`src/rtl/model_div_pkg.sv`:
```
// -----------------------------------------------------------------------------
// model_div_pkg
// Shared definitions for the sequential divider:
//   - FSM state encoding (IDLE -> CALC -> FIX -> DONE)
//   - default operand width
//   - special-case result constants (all-ones, most-negative), held at the
//     widest supported width so the top can take its own WIDTH-sized slice.
// -----------------------------------------------------------------------------
package model_div_pkg;

    localparam int DIV_DEF_WIDTH = 32;
    localparam int DIV_MAX_WIDTH = 64;

    // Wide versions of the special-case constants. The divider takes the low
    // WIDTH bits of the all-ones pattern and the top WIDTH bits of the
    // most-negative pattern.
    localparam logic [DIV_MAX_WIDTH-1:0] DIV_ALL_ONES_MAX = {DIV_MAX_WIDTH{1'b1}};
    localparam logic [DIV_MAX_WIDTH-1:0] DIV_MOST_NEG_MAX = {1'b1, {(DIV_MAX_WIDTH-1){1'b0}}};

    typedef enum logic [1:0] {
        ST_IDLE = 2'd0,
        ST_CALC = 2'd1,
        ST_FIX  = 2'd2,
        ST_DONE = 2'd3
    } div_state_e;

endpackage

```
`src/rtl/model_div_step.sv`:
```
// -----------------------------------------------------------------------------
// model_div_step
// One radix-2 restoring division iteration, purely combinational.
//   rem_in   [WIDTH:0]   partial remainder before the step
//   divisor  [WIDTH-1:0] divisor magnitude
//   quo_in   [WIDTH-1:0] quotient/dividend shift register; its MSB is the
//                        next dividend bit to bring down
//   rem_out  [WIDTH:0]   partial remainder after the step
//   quo_out  [WIDTH-1:0] shift register with the new quotient bit in the LSB
// -----------------------------------------------------------------------------
import model_div_pkg::*;

module model_div_step #(
    parameter int WIDTH = DIV_DEF_WIDTH
) (
    input  logic [WIDTH:0]   rem_in,
    input  logic [WIDTH-1:0] divisor,
    input  logic [WIDTH-1:0] quo_in,
    output logic [WIDTH:0]   rem_out,
    output logic [WIDTH-1:0] quo_out
);

    logic [WIDTH:0] rem_sh;
    logic [WIDTH:0] rem_sub;
    logic           keep;

    always_comb begin
        // Shift the next dividend bit into the partial remainder.
        rem_sh  = {rem_in[WIDTH-1:0], quo_in[WIDTH-1]};
        // A set top bit on the incoming remainder means the shifted value
        // exceeds any WIDTH-bit divisor, so the subtraction always succeeds.
        keep    = rem_in[WIDTH] || (rem_sh >= {1'b0, divisor});
        // The true difference is below the divisor, so modular WIDTH+1-bit
        // arithmetic is exact whenever keep is set.
        rem_sub = rem_sh - {1'b0, divisor};
        rem_out = keep ? rem_sub : rem_sh;
        quo_out = {quo_in[WIDTH-2:0], keep};
    end

endmodule

```
`src/rtl/model_div_seq.sv`:
```
// -----------------------------------------------------------------------------
// model_div_seq
// Multi-cycle radix-2 restoring divider with constant latency, supporting
// signed (DIV) and unsigned (DIVU) operation with defined divide-by-zero and
// signed-overflow results.
//   clk        clock, all state on posedge
//   reset_l    asynchronous active-low reset
//   start      request a divide (sampled only in IDLE)
//   abort      cancel an in-flight divide; wins over start
//   is_signed  1 = two's complement divide, 0 = unsigned
//   dividend   numerator, captured with start
//   divisor    denominator, captured with start
//   busy       high from the edge after start is accepted until done
//   done       one-cycle pulse; quotient/remainder valid
//   quotient   LO result (registered, changes only on FIX)
//   remainder  HI result (registered, changes only on FIX)
// Start accepted at edge N gives done high in the cycle after edge N+WIDTH+2.
// CNTW must satisfy 2**CNTW > WIDTH; WIDTH must not exceed DIV_MAX_WIDTH.
// -----------------------------------------------------------------------------
import model_div_pkg::*;

module model_div_seq #(
    parameter int WIDTH = DIV_DEF_WIDTH,
    parameter int CNTW  = 6
) (
    input  logic             clk,
    input  logic             reset_l,
    input  logic             start,
    input  logic             abort,
    input  logic             is_signed,
    input  logic [WIDTH-1:0] dividend,
    input  logic [WIDTH-1:0] divisor,
    output logic             busy,
    output logic             done,
    output logic [WIDTH-1:0] quotient,
    output logic [WIDTH-1:0] remainder
);

    localparam logic [WIDTH-1:0] ALL_ONES = DIV_ALL_ONES_MAX[WIDTH-1:0];
    localparam logic [WIDTH-1:0] MOST_NEG = DIV_MOST_NEG_MAX[DIV_MAX_WIDTH-1 -: WIDTH];
    localparam logic [WIDTH-1:0] ONE      = {{(WIDTH-1){1'b0}}, 1'b1};
    localparam logic [CNTW-1:0]  LAST_CNT = CNTW'(WIDTH - 1);

    // Two's complement negate when neg is set.
    function automatic logic [WIDTH-1:0] apply_sign(input logic [WIDTH-1:0] mag,
                                                    input logic             neg);
        logic signed [WIDTH-1:0] val;
        val = signed'(mag);
        return neg ? WIDTH'(-val) : mag;
    endfunction

    // Magnitude of an operand; the most-negative value maps to 2^(WIDTH-1),
    // which is representable as an unsigned WIDTH-bit magnitude.
    function automatic logic [WIDTH-1:0] magnitude(input logic [WIDTH-1:0] val,
                                                   input logic             sgn);
        return apply_sign(val, sgn && val[WIDTH-1]);
    endfunction

    div_state_e       state, state_d;
    logic [CNTW-1:0]  cnt;
    logic             sgn_q;
    logic [WIDTH-1:0] dvd_q;
    logic [WIDTH-1:0] dvs_q;
    logic [WIDTH-1:0] dvs_mag_q;
    logic [WIDTH:0]   rem_p0;
    logic [WIDTH-1:0] quo_p0;
    logic [WIDTH:0]   step_rem;
    logic [WIDTH-1:0] step_quo;
    logic [WIDTH-1:0] fix_quo;
    logic [WIDTH-1:0] fix_rem;
    logic             accept;
    logic             dvd_neg;
    logic             dvs_neg;

    assign accept = (state == ST_IDLE) && start && !abort;

    model_div_step #(
        .WIDTH (WIDTH)
    ) u_step (
        .rem_in  (rem_p0),
        .divisor (dvs_mag_q),
        .quo_in  (quo_p0),
        .rem_out (step_rem),
        .quo_out (step_quo)
    );

    // ---- FSM state register ----
    always_ff @(posedge clk or negedge reset_l) begin
        if (!reset_l) begin
            state <= ST_IDLE;
        end else begin
            state <= state_d;
        end
    end

    // ---- FSM next state ----
    always_comb begin
        state_d = state;
        unique case (state)
            ST_IDLE: if (accept) state_d = ST_CALC;
            ST_CALC: begin
                if (abort)                 state_d = ST_IDLE;
                else if (cnt == LAST_CNT)  state_d = ST_FIX;
            end
            ST_FIX:  state_d = abort ? ST_IDLE : ST_DONE;
            ST_DONE: state_d = ST_IDLE;
            default: state_d = ST_IDLE;
        endcase
    end

    // ---- Sign / special-case resolution of the magnitude results ----
    always_comb begin
        dvd_neg = sgn_q && dvd_q[WIDTH-1];
        dvs_neg = sgn_q && dvs_q[WIDTH-1];
        fix_quo = apply_sign(quo_p0, dvd_neg ^ dvs_neg);
        fix_rem = apply_sign(rem_p0[WIDTH-1:0], dvd_neg);
        if (dvs_q == '0) begin
            fix_quo = dvd_neg ? ONE : ALL_ONES;
            fix_rem = dvd_q;
        end else if (sgn_q && (dvd_q == MOST_NEG) && (dvs_q == ALL_ONES)) begin
            fix_quo = MOST_NEG;
            fix_rem = '0;
        end
    end

    // ---- Datapath and registered outputs ----
    // busy/done are registered one edge behind the state so busy rises on the
    // edge after acceptance and done lands one cycle after the DONE state.
    always_ff @(posedge clk or negedge reset_l) begin
        if (!reset_l) begin
            cnt       <= '0;
            sgn_q     <= 1'b0;
            dvd_q     <= '0;
            dvs_q     <= '0;
            dvs_mag_q <= '0;
            rem_p0    <= '0;
            quo_p0    <= '0;
            quotient  <= '0;
            remainder <= '0;
            busy      <= 1'b0;
            done      <= 1'b0;
        end else begin
            busy <= ((state == ST_CALC) || (state == ST_FIX)) && !abort;
            done <= (state == ST_DONE) && !abort;
            if (accept) begin
                sgn_q     <= is_signed;
                dvd_q     <= dividend;
                dvs_q     <= divisor;
                dvs_mag_q <= magnitude(divisor, is_signed);
                quo_p0    <= magnitude(dividend, is_signed);
                rem_p0    <= '0;
                cnt       <= '0;
            end else if (state == ST_CALC && !abort) begin
                rem_p0 <= step_rem;
                quo_p0 <= step_quo;
                cnt    <= cnt + 1'b1;
            end else if (state == ST_FIX && !abort) begin
                quotient  <= fix_quo;
                remainder <= fix_rem;
            end
        end
    end

endmodule

```
`config.mk`:
```
export PLATFORM = sky130hd
export DESIGN_NAME = model_div_seq
export DESIGN_NICKNAME = d
export VERILOG_FILES = /design/src/rtl/model_div_pkg.sv /design/src/rtl/model_div_step.sv /design/src/rtl/model_div_seq.sv
export SDC_FILE = /design/constraint.sdc
export NUM_CORES = 1
export LEC_CHECK = 0
export ABC_CLOCK_PERIOD_IN_PS = 7650
export CORE_AREA = 2 2 172 174
export CTS_CLUSTER_DIAMETER = 120
export DETAILED_ROUTE_END_ITERATION = 8
export DIE_AREA = 0 0 174 176
export PLACE_DENSITY = 0.75
export SYNTH_ARGS = -nofsm -noshare
export SYNTH_HDL_FRONTEND = slang
export SYNTH_SLANG_ARGS = --single-unit
export TNS_END_PERCENT = 50
```
`constraint.sdc`:
```
create_clock -name clk -period 7.65 [get_ports clk]
set_input_delay 1.1475 -clock clk [delete_from_list [all_inputs] [get_ports clk]]
set_output_delay 1.1475 -clock clk [all_outputs]
set_load 0.005 [all_outputs]
```
==> results of run 1 <==
-- flip-flops by register name, indices dropped and copies added (netlist names), 2 cells and up --
signal and count:
cnt 6, dvd_q 32, dvs_mag_q 31, dvs_q 32, quo_p0 32, quotient 32
rem_p0 33, remainder 32, state 2
-- metrics by stage --
step	setup WS, ns	total power, mW	cell area [sq um]
after CTS	3.967	6.648	16770
final	3.943	6.668	16770
after floorplan	4.524	4.145	14210
after global routing	3.615	7.149	16770
after global placement	3.591	5.156	15830
after detailed placement	3.504	5.238	15830
-- placed cells by master (no fill, tap or decap), types with 5 or more instances in the layout --
cell type        synthesis  layout
nor2_1                 185     181
nand4_1                 18      18
or4_1                    5       5
a221oi_1                11      11
a32oi_1                 13      13
inv_1                   62      62
nand2_1                361     361
xor2_1                  75      75
mux2i_1                 11      11
nand2b_1                 9       9
and2_1                   6       6
clkdlybuf4s50_1          0     133
o41ai_1                  9       9
clkbuf_16                0      27
and3_1                   6       6
nor4_1                  29      29
a31oi_1                 20      20
o21a_1                   8       8
bufinv_16                0       5
xnor2_1                 73      73
nor2b_1                  6       5
or3_1                   15      15
buf_4                    4      11
o21ai_0                148     147
nor3_1                  44      42
ha_1                    42      42
a21o_1                   8       8
a21oi_1                150     150
clkinv_2                 0       7
nand3_1                 21      21
o31ai_1                 14      14
dfrtp_1                235     235
a211oi_1                 6       6
-- area by class of cell --
type / count / area [sq um] / share of cell area, %
Timing Repair Buffer: 146 / 1449 / 8.642
Sequential cell: 235 / 5881 / 35.07
Clock inverter: 13 / 193.9 / 1.157
Multi-Input combinational cell: 1366 / 7784 / 46.43
Clock buffer: 35 / 745.7 / 4.448
Inverter: 62 / 232.7 / 1.388
Tap cell: 384 / 480.5 / 2.866
-- synthesized netlist by cell type (20+ instances only) --
cell and instances:
dfrtp_1 235, xnor2_1 73, nor2_1 185, a21oi_1 150, o21ai_0 148, a31oi_1 20
xor2_1 75, nand3_1 21, nand2_1 361, ha_1 42, inv_1 62, nor3_1 44
clkbuf_1 72, nor4_1 29
-- worst max-delay path, cell delays in order, from the launching register on --
cell	delay (ns)
dfrtp_1	0.51
ha_1	0.22
inv_1	0.06
fa_1	0.43
a211oi_1	0.36
o21ai_0	0.18
a221oi_1	0.71
nor2_1	0.08
nor2_1	0.22
o21ai_0	0.19
a211oi_1	0.30
xor2_1	0.20
o21ai_0	0.10
-- power by group through the flow --
stage | combinational (mW) | clock, mW | sequential [mW]
floorplan | 1.98 | 0 | 2.16
global placement | 2.84 | 0 | 2.31
detailed placement | 2.90 | 0 | 2.34
CTS | 2.93 | 1.40 | 2.32
global route | 3.30 | 1.45 | 2.40
finish | 2.95 | 1.38 | 2.33
-- layer usage --
layer  part of all wire (%)  vias up
li1                       -     6202
met3                    7.4       54
met2                     45      542
met4                    1.7        0
met1                     46     6425
met5                      0        -
-- kinds of logic after synthesis --
logic type               synth area share (%)
buffers and inverters                   4.200
AO/OA/AOI/OAI                           17.78
AND/OR/NAND/NOR                         22.90
adder cells (fa/ha/maj)                 3.839
flip-flops                              41.38
multiplexers                           0.7749
XOR/XNOR                                9.122
-- worst min path at each step --
| stage | startpoint | end | depth (start not counted) |
|---|---|---|---|
| finish | remainder[2]$_DFFE_PN0P_ | remainder[2]$_DFFE_PN0P_ | 2 |
| global route | dvs_mag_q[5]$_DFFE_PN0P_ | dvs_mag_q[5]$_DFFE_PN0P_ | 2 |
| CTS | remainder[2]$_DFFE_PN0P_ | remainder[2]$_DFFE_PN0P_ | 2 |
| detailed placement | remainder[2]$_DFFE_PN0P_ | remainder[2]$_DFFE_PN0P_ | 2 |
| global placement | dvs_mag_q[11]$_DFFE_PN0P_ | dvs_mag_q[11]$_DFFE_PN0P_ | 2 |
| floorplan | dvs_mag_q[10]$_DFFE_PN0P_ | dvs_mag_q[10]$_DFFE_PN0P_ | 2 |
==> key figures, run 1 <==
Outcome
  • Outcome: finished clean

Route
  • DR iter-0 viols: 1335
  • 1st-pass router iterations: 6
  • Routed wire length: between 40000 and 50000 um
  • DRT antenna net count: 0
  • WL per Instance: 18.52 um
  • DR vias: about 13000
  • DRC: 0
  • Via density: between 5 and 6

Critical path
  • CP arrival: 4.10 ns
  • CP Max Fanout: 5
  • Nature of the critical path endpoint: flop
  • Worst Setup EP: rem_p0[20]$_DFFE_PN0P_
  • Worst Reg-to-Reg Cells: 12
  • Crit. Startpoint: dvs_q[0]$_DFFE_PN0P_
  • Critical path class: reg2reg
  • Reg2reg start: dvs_q[0]$_DFFE_PN0P_
  • R2r endpoint: rem_p0[20]$_DFFE_PN0P_
  • R2r setup slk: 3.94 ns
  • Required time worst endpoint: 8.05 ns
  • Crit start category: flop

Logic synthesis
  • Largest area contributor in the netlist: dfrtp_1
  • Cells after synthesis: roughly 1800
  • Synth cell types: 74
  • Number of flops mapped to enable cells by yosys: 0
  • Post-synthesis cell area: 0.01421 sq mm
  • Largest cells by area after synthesis: dfrtp_1, nand2_1, a21oi_1
  • Async SR Flop Fraction: 100.0%
  • YS warnings: 0
  • #FFs+latches synth: ~240
  • Syn_nets: roughly 1900
  • Ys flop type: dfrtp_1
  • Mean Syn Cell Area: approximately 8.1 sq um
  • Share of the synthesized area in the top cell type: slightly above 40%
  • Register area share after synthesis: 41.38%

Timing
  • Final min period: about 3.7 ns
  • Max-slew headroom: a little over a quarter
  • RSZ-0062 raised after global routing: false
  • Pins Over Slew Limit: 0
  • Setup-failing EPs final: 0
  • Final hold viol count: 0
  • Fmax: ~270 MHz
  • Hold Slack: ~0.48 ns
  • Worst Skew: 0.01500 ns
  • Setup TNS: 0 ns
  • Worst Tran Pin Value: around 1.1 ns
  • Final Cycle Share: between 40% and 50%

Power
  • Sw Share: around two fifths
  • Sequential Power Share: approximately a third
  • Peak supply drop: 0.2314 mV
  • Clock network fraction of design power: 20.8%
  • P_sw: about 2.8 mW
  • PD cells: 397.7 mW/mm^2
  • Leakage: 7.409 nW
  • Cell-internal power: a little under 4 mW
  • Comb power frac: around 44%

Floorplanning
  • Top Ports: 135
  • Die ar.: about 0.031 sq mm
  • Die height: 176 um
  • Rows: 62
  • Die width: ~170 um
  • Initial Utilization: approximately 50%
  • Core footprint: around 0.029 sq mm

GRT
  • Met1 track demand over resource: between 40% and 50%
  • Via count of the first global-routing pass: approximately 13000
  • First-pass GRT wire length: roughly 67000 um
  • Tot GR Track Use: roughly 27%
  • Global routing usage on met3: 3.682%
  • Initial antenna violation count: 1
  • GR Layer Usage met2: a little over two fifths
  • Largest net degree at the start of global routing: 154
  • GRT busiest layer: met2
  • GRT Residual Overflow: 0

Flow run
  • Max Cap Violations: 0

Final layout
  • Non-Filler Instances: roughly 2200
  • Antenna diodes: 0
  • Nets: a little under 2000
  • Share of layout cells above drive strength 1: between 4 and 5%
  • Layout area overhead: 17.99%
  • Fin util: 58.73%
  • Fillers: 2627

Placement
  • Final Wtd Congestion: around 0.89
  • Detailed placement HPWL: 29880 um
  • Placed Instances: 2193
  • Port Buffers: 134

Clocking
  • CTS Buf Count: 27
  • # Post-CTS Setup Buffers: 0
  • Max Buffers Root-to-Sink: 3
  • Worst skew pair latency: ~0.54 ns
  • H-tree depth: 1
  • Post-cts resize count: 0
  • CTS sink count: between 200 and 250
  • Hold Buf Count CTS: 0
  • Clk slew on worst S/H paths: around 0.06 ns
  • TritonCTS clock tree: yes
  • CTS Root Cell: clkbuf_16

Worst hold path
  • Worst hold-check path type: reg2reg
No activity file was read; power rests on OpenSTA's default activity.
==> run 2, diff against run 1 <==
--- a/config.mk
+++ b/config.mk
@@ -5,7 +5,7 @@
 export SDC_FILE = /design/constraint.sdc
 export NUM_CORES = 1
 export LEC_CHECK = 0
-export ABC_CLOCK_PERIOD_IN_PS = 7650
+export ABC_CLOCK_PERIOD_IN_PS = 3800
 export CORE_AREA = 2 2 172 174
 export CTS_CLUSTER_DIAMETER = 120
 export DETAILED_ROUTE_END_ITERATION = 8
==> constraint.sdc (replaced) <==
create_clock -name clk -period 3.8 [get_ports clk]
set_input_delay 0.57 -clock clk [delete_from_list [all_inputs] [get_ports clk]]
set_output_delay 0.57 -clock clk [all_outputs]
set_load 0.005 [all_outputs]
==> run 2 against run 1 <==
Against the previous run:
- fmax rose by 18%
- register-to-register slack got worse by 3.3 ns
- sequential power grew 100%
- sequential share of layout area is 0.45 points lower
- flip-flop and latch count unchanged
- critical path type unchanged
- critical endpoint unchanged
==> key figures, run 2 (synthesized netlist as in run 1, its figures left out) <==
Final layout
  • Register name with the most flops: rem_p0 (unchanged)
  • Fin util: 59.50% (was 58.73%)
  • Final Cell Area: 0.01699 sq mm (was 0.01677 sq mm)
  • Most common cell after layout, fill and taps aside: nand2_1 (unchanged)
  • Layout area overhead: 19.53% (was 17.99%)
  • Share of layout cells above drive strength 1: 5.951% (was 4.739%)
  • Max FFs per register: 33 (unchanged)
  • Nets: 1975 (was 1950)
  • Most frequent cells in the layout: nand2_1, dfrtp_1, nor2_1 (unchanged)
  • Antenna diodes: 0 (unchanged)

Clocking
  • H-tree depth: 1 (unchanged)
  • Max Buffers Root-to-Sink: 3 (unchanged)
  • Hold Buf Count CTS: 0 (unchanged)
  • CTS sink count: 235 (unchanged)
  • CTS Buf Count: 27 (unchanged)
  • CTS Root Cell: clkbuf_16 (unchanged)
  • Clk slew on worst S/H paths: 0.07 ns (was 0.06 ns)
  • TritonCTS clock tree: yes (unchanged)
  • Post-cts resize count: 0 (unchanged)
  • # Post-CTS Setup Buffers: 0 (unchanged)
  • Worst skew pair latency: 0.54 ns (about the same)

Timing
  • Setup-failing EPs final: 0 (unchanged)
  • Max-slew headroom: 41.28% (was 27.00%)
  • Pins Over Slew Limit: 0 (unchanged)
  • Final Cycle Share: 82.56% (was 48.45%)
  • RSZ-0062 raised after global routing: false (unchanged)
  • Post-route setup slack: 0.6626 ns (was 3.943 ns)
  • Fmax: 318.7 MHz (was 269.8 MHz)
  • Worst Skew: 0.01282 ns (was 0.01500 ns)
  • Final hold viol count: 0 (unchanged)
  • Hold Slack: 0.04199 ns (was 0.4786 ns)
  • Final min period: 3.137 ns (was 3.707 ns)
  • Worst Tran Pin Value: 0.8803 ns (was 1.092 ns)
  • Setup TNS: 0 ns (unchanged)

Power
  • PD cells: 794.4 mW/mm^2 (was 397.7 mW/mm^2)
  • Peak supply drop: 0.3679 mV (was 0.2314 mV)
  • Leakage: 7.536 nW (was 7.409 nW)

Floorplanning
  • Die ar.: 0.03062 sq mm (unchanged)
  • Top Ports: 135 (unchanged)
  • Rows: 62 (unchanged)
  • Die width: 174 um (unchanged)
  • Initial Utilization: 49.78% (unchanged)
  • Core footprint: 0.02855 sq mm (unchanged)
  • Die height: 176 um (unchanged)

GRT
  • Via count of the first global-routing pass: 12460 (was 12500)
  • Tot GR Track Use: 27.00% (was 27.17%)
  • Largest net degree at the start of global routing: 100 (was 154)
  • Initial antenna violation count: 0 (was 1)
  • GRT Residual Overflow: 0 (unchanged)
  • First-pass GRT wire length: 66610 um (was 67460 um)

Route
  • DR vias: 13070 (was 13220)
  • 1st-pass router iterations: 5 (was 6)
  • DR iter-0 viols: 1048 (was 1335)
  • DRT antenna net count: 0 (unchanged)
  • WL per Instance: 18.37 um (was 18.52 um)
  • Routed wire length: 41640 um (was 41510 um)
  • DRC: 0 (unchanged)
  • Via density: 5.767 (was 5.900)

Outcome
  • Outcome: finished clean (unchanged)

Critical path
  • Slowest CP cell: dfrtp_1 (was a221oi_1)
  • Crit path cell chain: ha_1, inv_1, fa_1, a211oi_1, o21ai_0, a221oi_1, buf_4, nor2_1, nor2_1, o21ai_0, a211oi_1, xor2_1, o21ai_0 (was ha_1, inv_1, fa_1, a211oi_1, o21ai_0, a221oi_1, nor2_1, nor2_1, o21ai_0, a211oi_1, xor2_1, o21ai_0)
  • Nature of the critical path endpoint: flop (unchanged)
  • Max incr delay on CP: 0.42 ns (was 0.71 ns)
  • Critical Path Most Common Cell: o21ai_0 (unchanged)
  • Critical path class: reg2reg (unchanged)
  • Crit start category: flop (unchanged)
  • Crit. Startpoint: dvs_q[0]$_DFFE_PN0P_ (unchanged)
  • Reg2reg start: dvs_q[0]$_DFFE_PN0P_ (unchanged)
  • CP arrival: 3.56 ns (was 4.10 ns)
  • Required time worst endpoint: 4.23 ns (was 8.05 ns)
  • CP Max Fanout: 5 (unchanged)

Flow run
  • Max Cap Violations: 0 (unchanged)

Placement
  • Place WS: 0.2634 ns (was 3.504 ns)
  • Port Buffers: 134 (unchanged)
  • Final Wtd Congestion: 0.9079 (was 0.8875)
  • Detailed placement HPWL: 30930 um (was 29880 um)
  • Cell Area, Placed: 0.01604 sq mm (was 0.01583 sq mm)

Worst hold path
  • Worst hold-check path type: in2async (was reg2reg)
==> run 2: cell types whose count changed in the layout (fill, tap and decap cells not counted), sizes merged <==
cell      before  now
buf           13   38
clkinv         7    5
clkbuf        35   36
clkinvlp       0    1
==> run 2: stage by stage <==
| step | power [mW] | cells |
|---|---|---|
| after floorplan | 8.345 | 1752 |
| after global placement | 10.45 | 2218 |
| after detailed placement | 10.63 | 2218 |
| after CTS | 13.46 | 2266 |
| after global routing | 14.46 | 2266 |
| final | 13.49 | 2266 |
==> run 2: worst max-delay path: cells and delay by family, from the launching register on <==
family / cells / cell delay (ns)
AO/OA/AOI/OAI: 6 / 1.32
adder cells (fa/ha/maj): 2 / 0.67
flip-flops: 1 / 0.42
buffers and inverters: 2 / 0.27
AND/OR/NAND/NOR: 2 / 0.19
XOR/XNOR: 1 / 0.16
==> run 2: cell type report <==
cell class | instances | area [sq um]
inverters | 62 | 232.7
fillers | 2572 | 11560
multi-input cells | 1366 | 7776
clock inverters | 12 | 191.4
repair buffers | 171 | 1674
clock buffers | 36 | 749.5
well taps | 384 | 480.5
flip-flops and latches | 235 | 5881
==> run 2: metal layers <==
metal  GRT usage (%)  routed length (um)  vias to the layer above
met5               0                   0                        -
met2           42.25               18490                      507
met3           4.414                3058                       85
li1                -                   -                     6260
met4           8.088                1199                        0
met1           38.75               18890                     6216
==> run 2: path summary, 6_finish.rpt <==
check	end	slack, ns	depth (start not counted)
min in group clk	remainder[3]$_DFFE_PN0P_	0.47	2
setup / recovery	rem_p0[20]$_DFFE_PN0P_	0.66	13
setup reg to reg	rem_p0[20]$_DFFE_PN0P_	0.66	13
max in group asynchronous	quo_p0[13]$_DFFE_PN0P_	2.70	2
hold / removal	quotient[26]$_DFFE_PN0P_	0.04	1
hold reg to reg	remainder[3]$_DFFE_PN0P_	0.47	2
==> run 2: report_power, final <==
part	internal, mW	switching [mW]	leakage [nW]	total, mW
clock	1.72	1.06	0.462	2.78
combinational	2.64	3.41	4.09	6.04
sequential	3.60	1.07	2.98	4.67
